**src/rtl/xc_aesmix_mc_pkg.sv**
```systemverilog
// Shared definitions for the AES MixColumns engine: FSM states, GF(2^8) constants
// and the column coefficient sets.
package xc_aesmix_mc_pkg;

  typedef enum logic [1:0] {
    ST_IDLE = 2'd0,
    ST_RUN  = 2'd1,
    ST_DONE = 2'd2
  } state_e;

  typedef logic [3:0][7:0] col_t;

  localparam logic [7:0] GF_RED = 8'h1b;

  // Coefficient m multiplies column byte (i+m) mod 4 when producing result byte i.
  localparam col_t ENC_COEF = {8'h01, 8'h01, 8'h03, 8'h02};
  localparam col_t DEC_COEF = {8'h09, 8'h0d, 8'h0b, 8'h0e};

  function automatic logic [7:0] xtime(input logic [7:0] b);
    return {b[6:0], 1'b0} ^ (b[7] ? GF_RED : 8'h00);
  endfunction

  // Every AES coefficient fits in 4 bits, so a 3-deep xtime chain is enough.
  function automatic logic [7:0] gf_mul4(input logic [7:0] a, input logic [3:0] coef);
    logic [7:0] x;
    logic [7:0] acc;
    x   = a;
    acc = 8'h00;
    for (int b = 0; b < 4; b++) begin
      if (coef[b]) acc = acc ^ x;
      x = xtime(x);
    end
    return acc;
  endfunction

endpackage

```
**src/rtl/xc_aesmix_byte.sv**
```systemverilog
// One MixColumns / InvMixColumns output byte from a column pre-rotated so that
// col[0] is the byte at the result position.
module xc_aesmix_byte
  import xc_aesmix_mc_pkg::*;
(
  input  logic [3:0][7:0] col,
  input  logic            enc,
  output logic [7:0]      res_c
);

  always_comb begin
    res_c = 8'h00;
    for (int m = 0; m < 4; m++) begin
      res_c = res_c ^ gf_mul4(col[m], enc ? ENC_COEF[m][3:0] : DEC_COEF[m][3:0]);
    end
  end

endmodule

```
**src/rtl/xc_aesmix_mc.sv**
```systemverilog
// Handshaked AES MixColumns / InvMixColumns engine: NCOL columns per transaction,
// BPC result bytes per column per cycle, result held until consumed.
module xc_aesmix_mc
  import xc_aesmix_mc_pkg::*;
#(
  parameter int unsigned NCOL = 1,
  parameter int unsigned BPC  = 1
) (
  input  logic                 clock,
  input  logic                 reset,
  input  logic                 flush,
  input  logic                 in_valid,
  output logic                 in_ready,
  input  logic                 in_enc,
  input  logic [32*NCOL-1:0]   in_data,
  output logic                 out_valid,
  input  logic                 out_ready,
  output logic [32*NCOL-1:0]   out_data,
  output logic                 busy
);

  localparam int unsigned S      = 4 / BPC;
  localparam int unsigned STEP_W = (S > 1) ? $clog2(S) : 1;

  state_e                          state_q, state_d;
  logic [STEP_W-1:0]               step_q, step_d;
  col_t [NCOL-1:0]                 op_q, op_d;
  col_t [NCOL-1:0]                 out_q, out_d;
  logic                            enc_q, enc_d;
  logic                            valid_q, valid_d;
  logic                            busy_q, busy_d;
  logic [NCOL-1:0][BPC-1:0][7:0]   res_all;
  logic [1:0]                      lane_base;

  assign lane_base = 2'(32'(step_q) * BPC);

  // Byte lanes: lane j of column c produces result byte lane_base+j this step.
  for (genvar c = 0; c < NCOL; c++) begin : g_col
    for (genvar j = 0; j < BPC; j++) begin : g_lane
      logic [1:0]      idx;
      logic [3:0][7:0] rot;
      logic [7:0]      res;

      always_comb begin
        idx = lane_base + 2'(j);
        for (int m = 0; m < 4; m++) begin
          rot[m] = op_q[c][2'(idx + 2'(m))];
        end
      end

      xc_aesmix_byte u_byte (
        .col   (rot),
        .enc   (enc_q),
        .res_c (res)
      );

      assign res_all[c][j] = res;
    end
  end

  // Next-state and datapath update.
  always_comb begin
    state_d  = state_q;
    step_d   = step_q;
    op_d     = op_q;
    enc_d    = enc_q;
    valid_d  = valid_q;
    out_d    = out_q;
    in_ready = (state_q == ST_IDLE) || ((state_q == ST_DONE) && out_ready);

    if (flush) begin
      state_d = ST_IDLE;
      step_d  = '0;
      valid_d = 1'b0;
      op_d    = '0;
    end else begin
      unique case (state_q)
        ST_IDLE: begin
          if (in_valid) begin
            state_d = ST_RUN;
            step_d  = '0;
            op_d    = in_data;
            enc_d   = in_enc;
          end
        end
        ST_RUN: begin
          for (int c = 0; c < int'(NCOL); c++) begin
            for (int j = 0; j < int'(BPC); j++) begin
              out_d[c][lane_base + 2'(j)] = res_all[c][j];
            end
          end
          if (step_q == STEP_W'(S - 1)) begin
            state_d = ST_DONE;
            valid_d = 1'b1;
          end else begin
            step_d = step_q + STEP_W'(1);
          end
        end
        ST_DONE: begin
          if (out_ready) begin
            valid_d = 1'b0;
            op_d    = '0;
            if (in_valid) begin
              state_d = ST_RUN;
              step_d  = '0;
              op_d    = in_data;
              enc_d   = in_enc;
            end else begin
              state_d = ST_IDLE;
              step_d  = '0;
            end
          end
        end
        default: begin
          state_d = ST_IDLE;
          step_d  = '0;
        end
      endcase
    end

    busy_d = (state_d != ST_IDLE);
  end

  always_ff @(posedge clock or negedge reset) begin
    if (!reset) begin
      state_q <= ST_IDLE;
      step_q  <= '0;
      op_q    <= '0;
      enc_q   <= 1'b0;
      valid_q <= 1'b0;
      out_q   <= '0;
      busy_q  <= 1'b0;
    end else begin
      state_q <= state_d;
      step_q  <= step_d;
      op_q    <= op_d;
      enc_q   <= enc_d;
      valid_q <= valid_d;
      out_q   <= out_d;
      busy_q  <= busy_d;
    end
  end

  assign out_valid = valid_q;
  assign out_data  = out_q;
  assign busy      = busy_q;

endmodule

```
**config.mk**
```make
export PLATFORM = sky130hd
export DESIGN_NAME = xc_aesmix_mc
export DESIGN_NICKNAME = d
export VERILOG_FILES = /design/src/rtl/xc_aesmix_mc_pkg.sv /design/src/rtl/xc_aesmix_byte.sv /design/src/rtl/xc_aesmix_mc.sv
export SDC_FILE = /design/constraint.sdc
export NUM_CORES = 1
export LEC_CHECK = 0
export CORE_MARGIN = 10
export CORE_UTILIZATION = 40
export CTS_BUF_LIST = sky130_fd_sc_hd__clkbuf_4 sky130_fd_sc_hd__clkbuf_8
export DETAILED_ROUTE_END_ITERATION = 6
export SLEW_MARGIN = 40
export SYNTH_ARGS = -nofsm -noshare
export SYNTH_HDL_FRONTEND = slang
export SYNTH_SLANG_ARGS = --single-unit
```
**constraint.sdc**
```tcl
create_clock -name clock -period 7.21 [get_ports clock]
set_input_delay 0.721 -clock clock [delete_from_list [all_inputs] [get_ports clock]]
set_output_delay 0.721 -clock clock [all_outputs]
set_load 0.02 [all_outputs]
```
Yosys cells after proc, flatten, opt, wreduce, memory -nomap -nowiden
Index checks and enable logic that the tools add are counted.

cells by class
  $lt $le $gt $ge = 5
  equal/unequal tests = 8
  add/subtract/negate cells = 3
  reduce and logical (&&, ||, !) cells = 13
  bitwise gates (word level) = 28
  mux-type cells = 66

operators with widths
  cell                   number
  $xor A8 B8 Y8          27
  $mux W8                21
  $mux W32               4
  $bmux W8 S2            4
  $pmux W32 S2           1
  $mux W5                12
  $bwmux W32             1
  $demux W8 S2           1
  $mux W2                8
  $mux W4                4
  $lt A2 B3 Y1 const B   4
  $ne A3 B3 Y1 const B   4
  $pmux W2 S3            2
  $reduce_and A3 Y1      4
  $mux W1                6
  $reduce_bool A3 Y1     2
  $add A2 B2 Y2 const B  2
  $eq A2 B2 Y1 const B   2
  $pmux W1 S2            2
  $reduce_bool A2 Y1     2
  $add A2 B1 Y2 const B  1
  $eq A2 B1 Y1 const B   1
  $ge A2 B1 Y1 const B   1
  $logic_and A1 B1 Y1    2
  other kinds (5)        5

storage, ports and cells
  flip-flop bits (word level) = 71
  output and inout bits = 35
  bits of input ports = 38
  word-level logic and storage cells = 136

Logic depth before layout (Yosys ltp)
Gate-level depths: netlist of the first run.

  depth in word-level cells = 15
  mapped depth = 11
  gate-level depth less buffers = 9

Modules after synthesis
From an unflattened synthesis of the first run, not the netlist that was laid out.

second synthesis, totals
  cells, all modules = 391
  area total of the unflattened synthesis = 5058.6 um^2

modules (own cells, without submodules)
  module          sequential area each (um^2)  area each (um^2)  instances  cells each
  xc_aesmix_mc    1776.7                       4170.2            1          304
  xc_aesmix_byte  0.0                          888.4             1          87

Worst setup path after synthesis of the first run
No wires, ideal clock.

  path type = register to register
  from = register step_q[0]
  to = register out_q (netlist bit out_data[11])
  path buffers = 1
  path slack = 4.071 ns
  stages on the path, launching flop included = 10
  setup time = 0.069 ns
  data arrival time = 3.071 ns
  data required time = 7.141 ns
  period minus slack after synthesis = 3.139 ns
  path through = dfrtp_1 > buf_6 > inv_2 > ha_1 > mux4_2 > xnor2_1 > xnor3_1 > xnor2_1 > or4_1 > nand3_1

on the way
  longest elaborated chain between the ends = 15
  elaborated cells on any way between the ends = 72
  those cells by class = add/sub (3); order compare (2); mux (39); bitwise (27); reduce/logical (1)

RTL lines
  what                           RTL line                source
  start: declaration             xc_aesmix_mc.sv:26      logic [STEP_W-1:0] step_q, step_d;
  start signal: assignment       xc_aesmix_mc.sv:135     step_q <= step_d;
  $add A2 B1 Y2                  xc_aesmix_mc.sv:47      rot[m] = op_q[c][2'(idx + 2'(m))];
  $bmux W8 S2                    xc_aesmix_mc.sv:47
  $mux W8 (implied by the code)  xc_aesmix_mc.sv:47
  $mux W5                        xc_aesmix_mc_pkg.sv:20  return {b[6:0], 1'b0} ^ (b[7] ? GF_RED : 8'h00);
  $xor A8 B8 Y8                  xc_aesmix_mc_pkg.sv:20
  $xor A8 B8 Y8                  xc_aesmix_mc_pkg.sv:30  if (coef[b]) acc = acc ^ x;
  $mux W8                        xc_aesmix_mc_pkg.sv:30
  $xor A8 B8 Y8                  xc_aesmix_mc_pkg.sv:30
  $mux W8                        xc_aesmix_mc_pkg.sv:30
  $xor A8 B8 Y8                  xc_aesmix_mc_pkg.sv:30
  $mux W8                        xc_aesmix_mc_pkg.sv:30
  $xor A8 B8 Y8 (3 in a row)     xc_aesmix_byte.sv:14    res_c = res_c ^ gf_mul4(col[m], enc ? ENC_COEF[m][3:0] : DEC_COEF[m][3:0]);
  $bwmux W32 (*)                 xc_aesmix_mc.sv:89      out_d[c][lane_base + 2'(j)] = res_all[c][j];
  end signal: assignment         xc_aesmix_mc.sv:139     out_q <= out_d;
  end: declaration               xc_aesmix_mc.sv:28      col_t [NCOL-1:0] out_q, out_d;

Mark *: on every way between the ends. The rest lies on a longest branch, timed or not. The select of a mux whose other input is x is not followed.
A chain may end at the register's enable or synchronous reset.

Final worst setup path of the first run
  from = register step_q[0]
  to = register out_q (netlist bit out_data[19])

Same word-level chain as after synthesis.

==> run summary, run 1 <==
Before antenna repair, the detailed router went through 4 iterations. Synthesis produced a netlist whose cell count is 470. In this run the static leakage power is 0.002497 µW.

Wire length reported by the detailed router: 10470 µm. In this run, post-CTS hold repair placed 0 buffers. Of all nets on the critical path, the largest fanout is 32. The largest net degree at the start of global routing is 72.

The via count of the first global-routing pass came out at 3583. The post-route minimum period was 4.082 ns; the wire length per cell after detailed routing was 15.49 µm. The run finished with clean final reports. After synthesis the netlist holds a flip-flop and latch count of 71. For the insertion delay to the later sink of the worst-skew pair, the log shows 0.35 ns.

The part of the cycle the worst path needs is 56.61%, and the sequential share of power is 32.9%. The top-area cell type share of the netlist area was 38.06%. Data arrives at the worst endpoint at 4.36 ns. Initial antenna violation count: 0.

The number of buffers inserted during clock tree synthesis came out at 9. Across the VDD grid, the largest voltage drop is 0.0001819 V. The most numerous cell type found on the critical path is xnor2_1.

The net count reported at finish came out at 570. From synthesis to final layout, the design area changed by 20.42%. The remaining number of nets flagged by the antenna check after routing is 0. The tool flagged a number of max-cap violations equal to 0.

Per report_power, the combinational group accounts for 49.8% of the total. After the first detailed-routing iteration, the DRC count stood at 150. The die covers 0.01639 mm². Global routing consumed, over all layers together, 13.32% of the routing resources. For the count of pins over their slew limit, the log shows 0.

The floorplan has 39 rows. The number of warnings reported in the yosys synthesis log was 0; the combined area of the multi-input logic cells was 0.002721 mm². In the routed design, unresolved DRC markers number 0.

The register area was 0.001778 mm². The path class of the tightest hold or removal check is input pin to async pin. For the final database, setup skew stands at 0.007264 ns. Global routing finished with a remaining overflow of 0.

In this run the power spent charging and discharging nets is 646.1 µW. Sorting the synthesized cells by area gives the leading types as dfrtp_1, xnor2_1, nand2_1, mux2i_1, xor2_1. The first global-routing pass estimated 17930 µm of wire. For the total nets after synthesis, the log shows 512. The tools report the nature of the critical path startpoint as a flip-flop. In this run the power density over the cells is 295.9 mW/mm². The number of cells in the design after placement was 660; the starting utilization of the core area was 40.88%. For this design, the slowest cell found on the critical path is ha_1.

The tools report the number of gates given a new drive strength after cts as 0. The most used flip-flop cell after synthesis is dfrtp_1. The proportion of synthesized chip area in sequential cells is 38.06%, and the detailed placement HPWL is 8047 µm. The worst setup path is captured at a flip-flop. The internal power summed over all cells came out at 1018 µW. TritonCTS built the clock tree. Buffers added to address setup during post-CTS repair amount to 0. By startpoint and endpoint, the worst setup path is classified as flip-flop to flip-flop.

The clock input transition at the sequential cells of the worst setup and hold paths was 0.07 ns; the total count of hold-check failures in the final report was 0. The horizontal die dimension was 128.0 µm; the average instance area after synthesis was 9.932 µm². The clock tree root driver cell is clkbuf_8.

Of the total power, the clock network draws 17.3%. The measured slew at the worst slew-check pin came out at 0.6274 ns. The fraction of registers with async set/reset came out at 100.0%. The total number of vias was 3434. The count of cell types in the netlist was 41. Walking the worst path, the cells encountered are buf_4, inv_2, ha_1, mux4_2, xnor2_1, xnor3_1, xnor2_1, or4_1, nand3_1.

Buffers placed on the I/O ports in this run total 72. Setup repair after global routing left no endpoint under its margin. For the number of diodes, the log shows 0.

For the worst setup path, the data required time is 7.49 ns. The synthesized design contains 0 enable-type register cells. Setup violations remaining at the end of the flow were counted as 0. Counting cells, the worst reg-to-reg path comes to 9. In the post-synthesis netlist, the cell with the most instances is nand2_1.

For this run, the number of standard cells in the final layout without fillers is 676. No sink is reached through more buffers than the 2 on the longest clock path. The commonest cells after synthesis are nand2_1, dfrtp_1, xnor2_1. The H-tree was split into 3 levels. For this run, the slowest stage of the critical path takes 0.70 ns. The routability congestion estimate was 0.8125. Net switching is 38.83% of the power.

In the final layout, the share of cells above drive strength 1 is 8.818%. For this run, the top clock speed supported by timing is 245.0 MHz. The floorplan step set the die height to 128.0 µm. The clock net in this run drives a total of 71 sinks. The total area inside the core boundary comes to 0.01142 mm².

The cell area after technology mapping was 0.004668 mm²; the number of placed I/O pins was 73. Detailed-route vias per instance: 5.080. Summed over all instances, the cell type with the most area after synthesis is dfrtp_1. In this run the tightest slew margin relative to its limit is 58.18%. After filler insertion, the fill cell instance count of the layout stands at 1132. After routing, the total negative slack on setup checks comes to 0 ns.
routing by layer:
layer  global-route usage (%)  vias to the layer above  wire length (µm)
met5                        0                        -                 0
met4                    5.563                        0               184
met3                    3.805                       13               625
met2                    20.32                       86              4628
met1                    17.30                     1626              5033
li1                         -                     1709                 -
placed cells by master (no fill, tap or decap), drive strengths merged, types with 3 or more instances in the layout:
cell | synthesis | final
inv | 4 | 4
o31ai | 8 | 8
mux2 | 3 | 3
a21oi | 6 | 6
xnor2 | 65 | 65
or4 | 4 | 4
ha | 4 | 4
clkinv | 0 | 4
mux4 | 14 | 14
clkbuf | 21 | 12
o21ai | 28 | 28
nor2 | 14 | 14
clkdlybuf4s50 | 0 | 71
nand3 | 37 | 37
dfrtp | 71 | 71
xor2 | 25 | 25
mux2i | 33 | 33
xnor3 | 5 | 5
nand2 | 106 | 106
buf | 8 | 5
state kept, by name, indices dropped and copies added, names as in the netlist:
name / cells
enc_q: 1
step_q: 2
state_q: 2
op_q: 32
busy: 1
out_valid: 1
out_data: 32
critical path, delay by kind of cell, from the launching register on:
kind,cells,cell delay [ns]
xor gates and xnor gates,3,0.98
adders and majority gates,1,0.70
buffers and inverters,2,0.70
DFF,1,0.32
muxes,1,0.68
and+or+nand+nor,2,0.62
stage by stage:
step	hold WS, ns	total power (µW)	cell area (µm²)	utilization (%)	setup WS [ns]
2_1_floorplan	0.4254	1122	4668	-	4.071
3_3_place_gp	0.4631	1377	5438	47.62	3.095
3_5_place_dp	0.4703	1398	5441	47.66	2.920
4_1_cts	0.4860	1688	5620	49.22	2.890
5_1_grt	0.5160	1786	5622	49.23	2.897
6_report	0.4645	1664	5622	49.23	3.128
cells by family after synthesis:
kind of cell             Yosys count  share of synthesized area, %
AO/OA/AOI/OAI                     45                         5.548
adder cells (fa/ha/maj)            4                         1.072
flip-flops                        71                         38.06
XOR/XNOR                          95                         19.94
AND/OR/NAND/NOR                  172                         16.11
multiplexers                      50                         15.55
buffers and inverters             33                         3.725
final timing paths:
path	end	from	slack, ns
max	out_data[19]$_DFFE_PN0P_	step_q[0]$_DFFE_PN0P_	3.13
min	out_data[29]$_DFFE_PN0P_	reset	0.46
max reg2reg	out_data[19]$_DFFE_PN0P_	step_q[0]$_DFFE_PN0P_	3.13
min reg2reg	out_data[17]$_DFFE_PN0P_	out_data[17]$_DFFE_PN0P_	0.48
max in group asynchronous	step_q[1]$_DFFE_PN0P_	reset	6.30
min in group clock	out_data[17]$_DFFE_PN0P_	out_data[17]$_DFFE_PN0P_	0.48
layout make-up:
type	count	share of cell area (%)
multi-input cells	366	48.41
repair buffers	76	13.33
clock buffers	12	2.827
inverters	4	0.2671
flip-flops and latches	71	31.63
well taps	143	3.183
clock inverters	4	0.3561
power groups by stage:
| stage | Sequential [µW] | Clock, µW | Combinational (µW) |
|---|---|---|---|
| after CTS | 549 | 299 | 841 |
| after floorplan | 608 | 0 | 514 |
| after global routing | 563 | 314 | 909 |
| after global placement | 553 | 0 | 824 |
| after detailed placement | 557 | 0 | 841 |
| final | 548 | 288 | 828 |
Note: power is estimated with default switching activity, not from simulation.
==> run 2, diff against run 1 <==
==> constraint.sdc (replaced) <==
create_clock -name clock -period 3.7 [get_ports clock]
set_input_delay 0.37 -clock clock [delete_from_list [all_inputs] [get_ports clock]]
set_output_delay 0.37 -clock clock [all_outputs]
set_load 0.02 [all_outputs]
==> run 2 against run 1 <==
Effect of this change:
- final cell count up 1.0%
- clock-buffer cell count shrank 1
- critical path depth fell by 1
- clock power increased by 150%
- critical endpoint unchanged
==> run summary, run 2 (synthesis results as in run 1) <==
STA classifies the critical path endpoint as a flip-flop. The detailed placement HPWL is 8158 µm. In this run the vertical extent of the chip is 128.0 µm. Routability-driven placement finished with a final weighted congestion of 0.7980. The clock reaches the later pin of the worst-skew pair after 0.36 ns.

The measured slew at the worst slew-check pin works out to 0.6454 ns. The internal portion of the total power is 2120 µW. Counting cells, the worst reg-to-reg path comes to 8.

For the number of cells in the finished layout apart from fillers, the log shows 683. TritonCTS built the clock tree. The die is 128.0 µm wide. In this run the remaining antenna-violating nets after routing total 0.

The clock input transition at the sequential cells of the worst setup and hold paths came out at 0.08 ns. Setup repair after global routing left no endpoint under its margin. The signal on the critical path passes through buf_4, mux4_1, xor2_2, xnor2_1, xnor3_1, xnor2_1, or4_1, nand3_1. The logs give 0 for the number of failing setup endpoints in the final timing report and 0 for the count of pins over their slew limit. Combinational cells account for 47.8% of the total power. The wire length per cell after detailed routing was 15.27 µm. Using the TritonRoute via totals, the vias-per-cell ratio works out to 5.050. Counting the buffers created by CTS gives 9. VDD sags by at most 0.0003399 V. The switching part of the total is 37.61%, and the count of standard-cell rows is 39.

In this run the number of H-tree levels came out at 3. Once placement completed, the tool counted placed cells totaling 667. The logs give 21.0% for the power share of the clock group and 3.99 ns for the required time of the critical path. The part of the cycle the worst path needs was 84.04%; the worst-case clock buffer depth was 2. Data on the critical path arrives at its endpoint at 3.40 ns.

Once the clock tree was built, the resizer swapped 0 gates to a different size. The run finished with clean final reports. The initial antenna violation count was 0. Clock tree synthesis found a total of 71 sinks. For the starting utilization of the core area, the log shows 40.88%.

Summed over all layers, the global routing overflow is 0. In this run the worst path has a maximum fanout of 31. The library cells used most frequently in the layout, excluding fill and tap cells, are nand2_1, dfrtp_1, clkdlybuf4s50_1, xnor2_1, nand3_1.

For the wire length reported by the detailed router, the log shows 10430 µm. Number of diodes: 0. In this run the worst hold path is classified as input pin to async pin. The slowest stage of the critical path belongs to the cell mux4_1.

The largest single stage delay on the critical path is 0.70 ns. The most frequent standard cell in the layout excluding fill and tap cells is nand2_1. The switching power of the nets is 1278 µW. Entering global routing, the biggest net connects 52 pins. Of the cells placed in the final design, the portion with a size suffix greater than 1 is 9.815%.

The worst path in the final design needs a cycle of 3.110 ns, including I/O delays and setup. The run gives 0.02725 ns as the worst hold margin. The first global-routing pass estimated 17610 µm of wire. The total DRC errors in the routed layout was 0; the power per unit of standard cell area was 593.7 mW/mm². The sequential share of power was 31.2%. The analysis attributes to cell leakage a power of 0.002542 µW. The via count of the first global-routing pass was 3529. During I/O placement, the number of pins put on the boundary was 73. Most prevalent standard cell on the critical path: xnor2_1. The total count of hold-check failures in the final report is 0.

The headroom to the max-slew limit was 56.97%; the achievable frequency was 321.6 MHz. The number of buffers added on ports was 72; the final setup skew was 0.01542 ns. The number of buffers added to fix hold violations after cts came out at 0. The final layout contains 577 nets. For this block, the initial DRC count from the detailed router was 134. The cell area after placement was 0.005493 mm²; the total non-filler cell area in the finished layout was 0.005724 mm². The tool flagged a number of max-cap violations equal to 0. Once layout is complete, the utilization of the core stands at 50.13%.

Global routing used 12.98% of the available tracks. The routed layout has 3449 vias. The tools report the number of setup buffers added after CTS as 0.

The area growth from synthesis to layout is 22.62%. For the total negative setup slack, the log shows 0 ns. Clock tree root driver cell: clkbuf_8. The iteration count of the initial detailed-routing pass came out at 4. Type of the setup path with the least slack: flip-flop to flip-flop. Nature of the critical path startpoint: a flip-flop. Standard cell core area: 0.01142 mm². The die covers 0.01639 mm².
run 2: final timing paths:
kind	start	endpoint	slack, ns
setup / recovery	step_q[0]$_DFFE_PN0P_	out_data[19]$_DFFE_PN0P_	0.59
hold / removal	reset	busy$_DFF_PN0_	0.03
setup reg to reg	step_q[0]$_DFFE_PN0P_	out_data[19]$_DFFE_PN0P_	0.59
hold reg to reg	out_data[17]$_DFFE_PN0P_	out_data[17]$_DFFE_PN0P_	0.48
max in group asynchronous	reset	out_data[2]$_DFFE_PN0P_	2.93
min in group clock	out_data[17]$_DFFE_PN0P_	out_data[17]$_DFFE_PN0P_	0.48
run 2: stage by stage:
stage | worst slack (ns) | total power [µW]
5_1_grt | 0.4051 | 3620
3_3_place_gp | 0.7167 | 2686
2_1_floorplan | 0.5606 | 2186
3_5_place_dp | 0.6149 | 2728
4_1_cts | 0.5944 | 3444
6_report | 0.5904 | 3399
run 2: area by class of cell:
| cell class | instances | area [µm²] |
|---|---|---|
| flip-flops and latches | 71 | 1777 |
| clock inverters | 5 | 80.08 |
| well taps | 143 | 178.9 |
| inverters | 4 | 15.01 |
| repair buffers | 83 | 800.8 |
| fillers | 1101 | 5694 |
| multi-input cells | 366 | 2721 |
| clock buffers | 11 | 151.4 |
run 2: layer usage:
metal	wire length [µm]	part of all wire, %	vias up	global-route usage [%]
met1	4973	48	1623	16.97
li1	-	-	1719	-
met2	4622	44	97	20.23
met3	676	6.5	10	3.474
met4	157	1.5	0	4.570
met5	0	0	-	0
run 2: power by group through the flow:
stage | clock network [µW] | logic, µW | registers [µW]
2_1_floorplan | 0 | 1000 | 1180
3_3_place_gp | 0 | 1610 | 1070
3_5_place_dp | 0 | 1650 | 1080
4_1_cts | 729 | 1650 | 1060
5_1_grt | 750 | 1780 | 1090
6_report | 713 | 1630 | 1060
run 2: worst max-delay path: cells and delay by family, from the launching register on:
kind	cells	cell delay, ns
simple gates	2	0.61
xor+xnor	4	0.92
buf+inv	1	0.43
mux	1	0.70
flops	1	0.36
==> run 3, diff against run 2 <==
==> constraint.sdc (replaced) <==
create_clock -name clock -period 2.7 [get_ports clock]
set_input_delay 0.27 -clock clock [delete_from_list [all_inputs] [get_ports clock]]
set_output_delay 0.27 -clock clock [all_outputs]
set_load 0.02 [all_outputs]
==> run 3 against run 2 <==
Effect of this change:
- the flow now finishes with violations (setup timing)
- sequential share of layout area decreased by 1.8 points
- sequential power increased by 37%
- clock power increased by 20%
- core utilization increased by 3.1 points
- critical endpoint is now out_data[3]$_DFFE_PN0P_
- flip-flop and latch count unchanged
- final cell count increased by 5.1%
- first-iteration DRC count increased by 8.2%
- maximum frequency increased by 15%
- largest cell class unchanged
- critical path type unchanged
==> run summary, run 3 (synthesis results as in run 1) <==
The worst hold path belongs to the class input pin to flip-flop. Counting buffers and inverters, the worst setup path is 9 cells deep. Compared with the post-synthesis result, the final layout area differs by 30.31%. The number of buffers added on ports works out to 72.

The run gives 0 as the max-capacitance violation count. By instance count, the cell type seen most on the critical path is xnor2_2. The net count reported at finish was 612. STA classifies the critical path endpoint as a flip-flop. The post-route worst setup slack was -0.01388 ns; the overall power after layout was 4923 µW. The most frequent standard cell in the layout excluding fill and tap cells was nand2_1. From left edge to right edge, the die measures 128.0 µm. Before antenna repair, the detailed router went through 4 iterations. The endpoint arrival time on the critical path is 3.01 ns.

The finished cells cover 0.006083 mm². The tools report the clock tree root driver cell as clkbuf_8. Global routing finished with a remaining overflow of 0. The leakage power came out at 0.002739 µW.

The run gives 0 as the total DRC errors in the routed layout. TritonCTS built the clock tree. The remaining number of nets flagged by the antenna check after routing was 0; the ratio of cells with drive above 1 in the final layout was 17.74%. Worst setup path startpoint: step_q[0]$_DFFE_PN0P_. The count of standard-cell rows came out at 39.

The logs give 368.5 MHz for the achievable frequency and 3776 for the via count of the first global-routing pass. The worst vdd rail ir drop was 0.0004876 V; the headroom to the max-slew limit was 61.21%. At the end of routability-driven placement, the weighted congestion stood at 0.8462. In this run the worst path has a maximum fanout of 5. STA classifies the critical path startpoint as a flip-flop. The final critical path takes up 100.5% of the cycle. The number of antenna diodes in the final layout is 0. Counting I/O delays and the setup requirement, the final critical path takes 2.714 ns. The clock input transition at the sequential cells of the worst setup and hold paths is 0.08 ns, and the detailed placement HPWL is 8767 µm. Walking the worst path, the cells encountered are buf_6, inv_8, ha_4, mux4_2, xnor2_2, xnor3_1, xnor2_2, or4_1, nand3_1. The type of the setup path with the least slack was flip-flop to flip-flop. The checks that failed: setup timing. For the worst-case clock buffer depth, the log shows 2. The worst register-to-register path has a depth of 9. After the first detailed-routing iteration, the DRC count stood at 145. Leaving out fill and tap cells, the most frequent cells in the layout are nand2_1, dfrtp_1, clkdlybuf4s50_1, xnor2_1, buf_4. Setup repair after global routing could not meet its margin everywhere. The global router's overall resource usage is 14.04%. The measured slew at the worst slew-check pin is 0.5818 ns, and the worst hold margin is 0.4414 ns. The tools report the initial antenna violation count as 0.

The H-tree was split into 3 levels. Dividing total power by cell area gives a power density of 809.2 mW/mm². The total of fill cells in the finished design is 1074, and the number of placed I/O pins is 73. The worst hold path stage count works out to 3.

The total count of hold-check failures in the final report was 0; the largest net degree at the start of global routing was 72. The first global-routing pass estimated 18650 µm of wire. Clock tree synthesis inserted a total of 9 buffers. The delay of the slowest cell on the worst path works out to 0.64 ns. The clock sink count came out at 71.

In this run the critical register-to-register path is launched from step_q[0]$_DFFE_PN0P_. The overall die height is 128.0 µm. For this block, the via count after detailed routing is 3570. The floorplan step defined a die boundary enclosing 0.01639 mm². The category of cells accounting for the largest share of critical-path delay was XOR/XNOR gates. In the final routed layout, each cell accounts on average for 15.40 µm. Setup violations remaining at the end of the flow were counted as 3. The flow ran to the end, but the final reports show violations.

Across the routed clock network, the largest skew measured is 0.006217 ns. The core region is 0.01142 mm². The tools report the cell area after placement as 0.005774 mm². The detailed-route vias per instance was 4.972. Once the floorplan was initialized, standard cells occupied 40.88% of the core.

For this block, the routed nets add up to 11060 µm of wire. The startpoint identified for the worst hold timing path is in_data[31]. The count of pins over their slew limit was 0; the required time of the critical path was 3.00 ns.

The sum of buffers and inverters on the critical path was 2. For this design, the slowest cell found on the critical path is mux4_2. Insertion delay to the later sink of the worst-skew pair: 0.36 ns.
==> run 3: cell types whose count changed in the layout (fill, tap and decap cells not counted), sizes merged <==
| cell | before | now |
|---|---|---|
| clkbuf | 11 | 10 |
| clkinv | 1 | 3 |
| buf | 12 | 46 |
| bufinv | 2 | 1 |
| dlygate4sd3 | 0 | 1 |
==> run 3: final timing paths <==
path / to / slack, ns
min reg2reg: out_data[31]$_DFFE_PN0P_ / 0.48
max reg2reg: out_data[3]$_DFFE_PN0P_ / -0.01
max: out_data[3]$_DFFE_PN0P_ / -0.01
min: op_q[31]$_DFFE_PN0P_ / 0.44
min in group asynchronous: out_data[13]$_DFFE_PN0P_ / 0.46
max in group asynchronous: op_q[8]$_DFFE_PN0P_ / 1.94
==> run 3: what timing repair did <==
item                                    CTS  global route
endpoints found under the setup margin   12            24
gates resized for setup                   5            13
endpoints found under the hold margin    71             0
pin swaps                                 0             5
buffers inserted                          0             2
hold buffers                              1             0
==> run 3: per-layer routing <==
metal	vias up	share of wire, %	routed length [µm]	global-route usage [%]
li1	1792	-	-	-
met1	1677	46	5037	17.90
met2	82	46	5123	21.95
met3	19	6.0	666	3.929
met4	0	2.1	233	5.695
met5	-	0	0	0
==> run 3: tightest hold or removal path, stage by stage <==
cell and delay, ns:
clkdlybuf4s50_1 0.39, nand3_1 0.06, nand2_1 0.05
==> run 3: area by class of cell <==
cell class	instances	area, µm²	share of cell area [%]
Clock buffer	10	137.6	2.262
Clock inverter	6	60.06	0.9872
Inverter	4	22.52	0.3702
Multi-Input combinational cell	366	2824	46.42
Sequential cell	71	1777	29.21
Tap cell	143	178.9	2.941
Timing Repair Buffer	118	1084	17.81
==> run 3: report_power, final <==
part           internal (µW)  switching (µW)  total [µW]  leakage [µW]
Combinational           1350            1280        2620       0.00171
Sequential              1270             172        1450      0.000931
Clock                    446             408         854     0.0000981
Total                   3070            1860        4920       0.00274
==> run 3: per-stage QoR <==
stage                     cells  util, %   TNS, ns  setup slack [ns]
after CTS                   716    52.65  -0.04844          -0.02026
after detailed placement    699    50.57  -0.01257          -0.01078
after floorplan             470        -    -1.290           -0.2616
after global routing        718    53.28    -1.589           -0.1963
final                       718    53.28  -0.03277          -0.01388
after global placement      699    50.57         0           0.04347
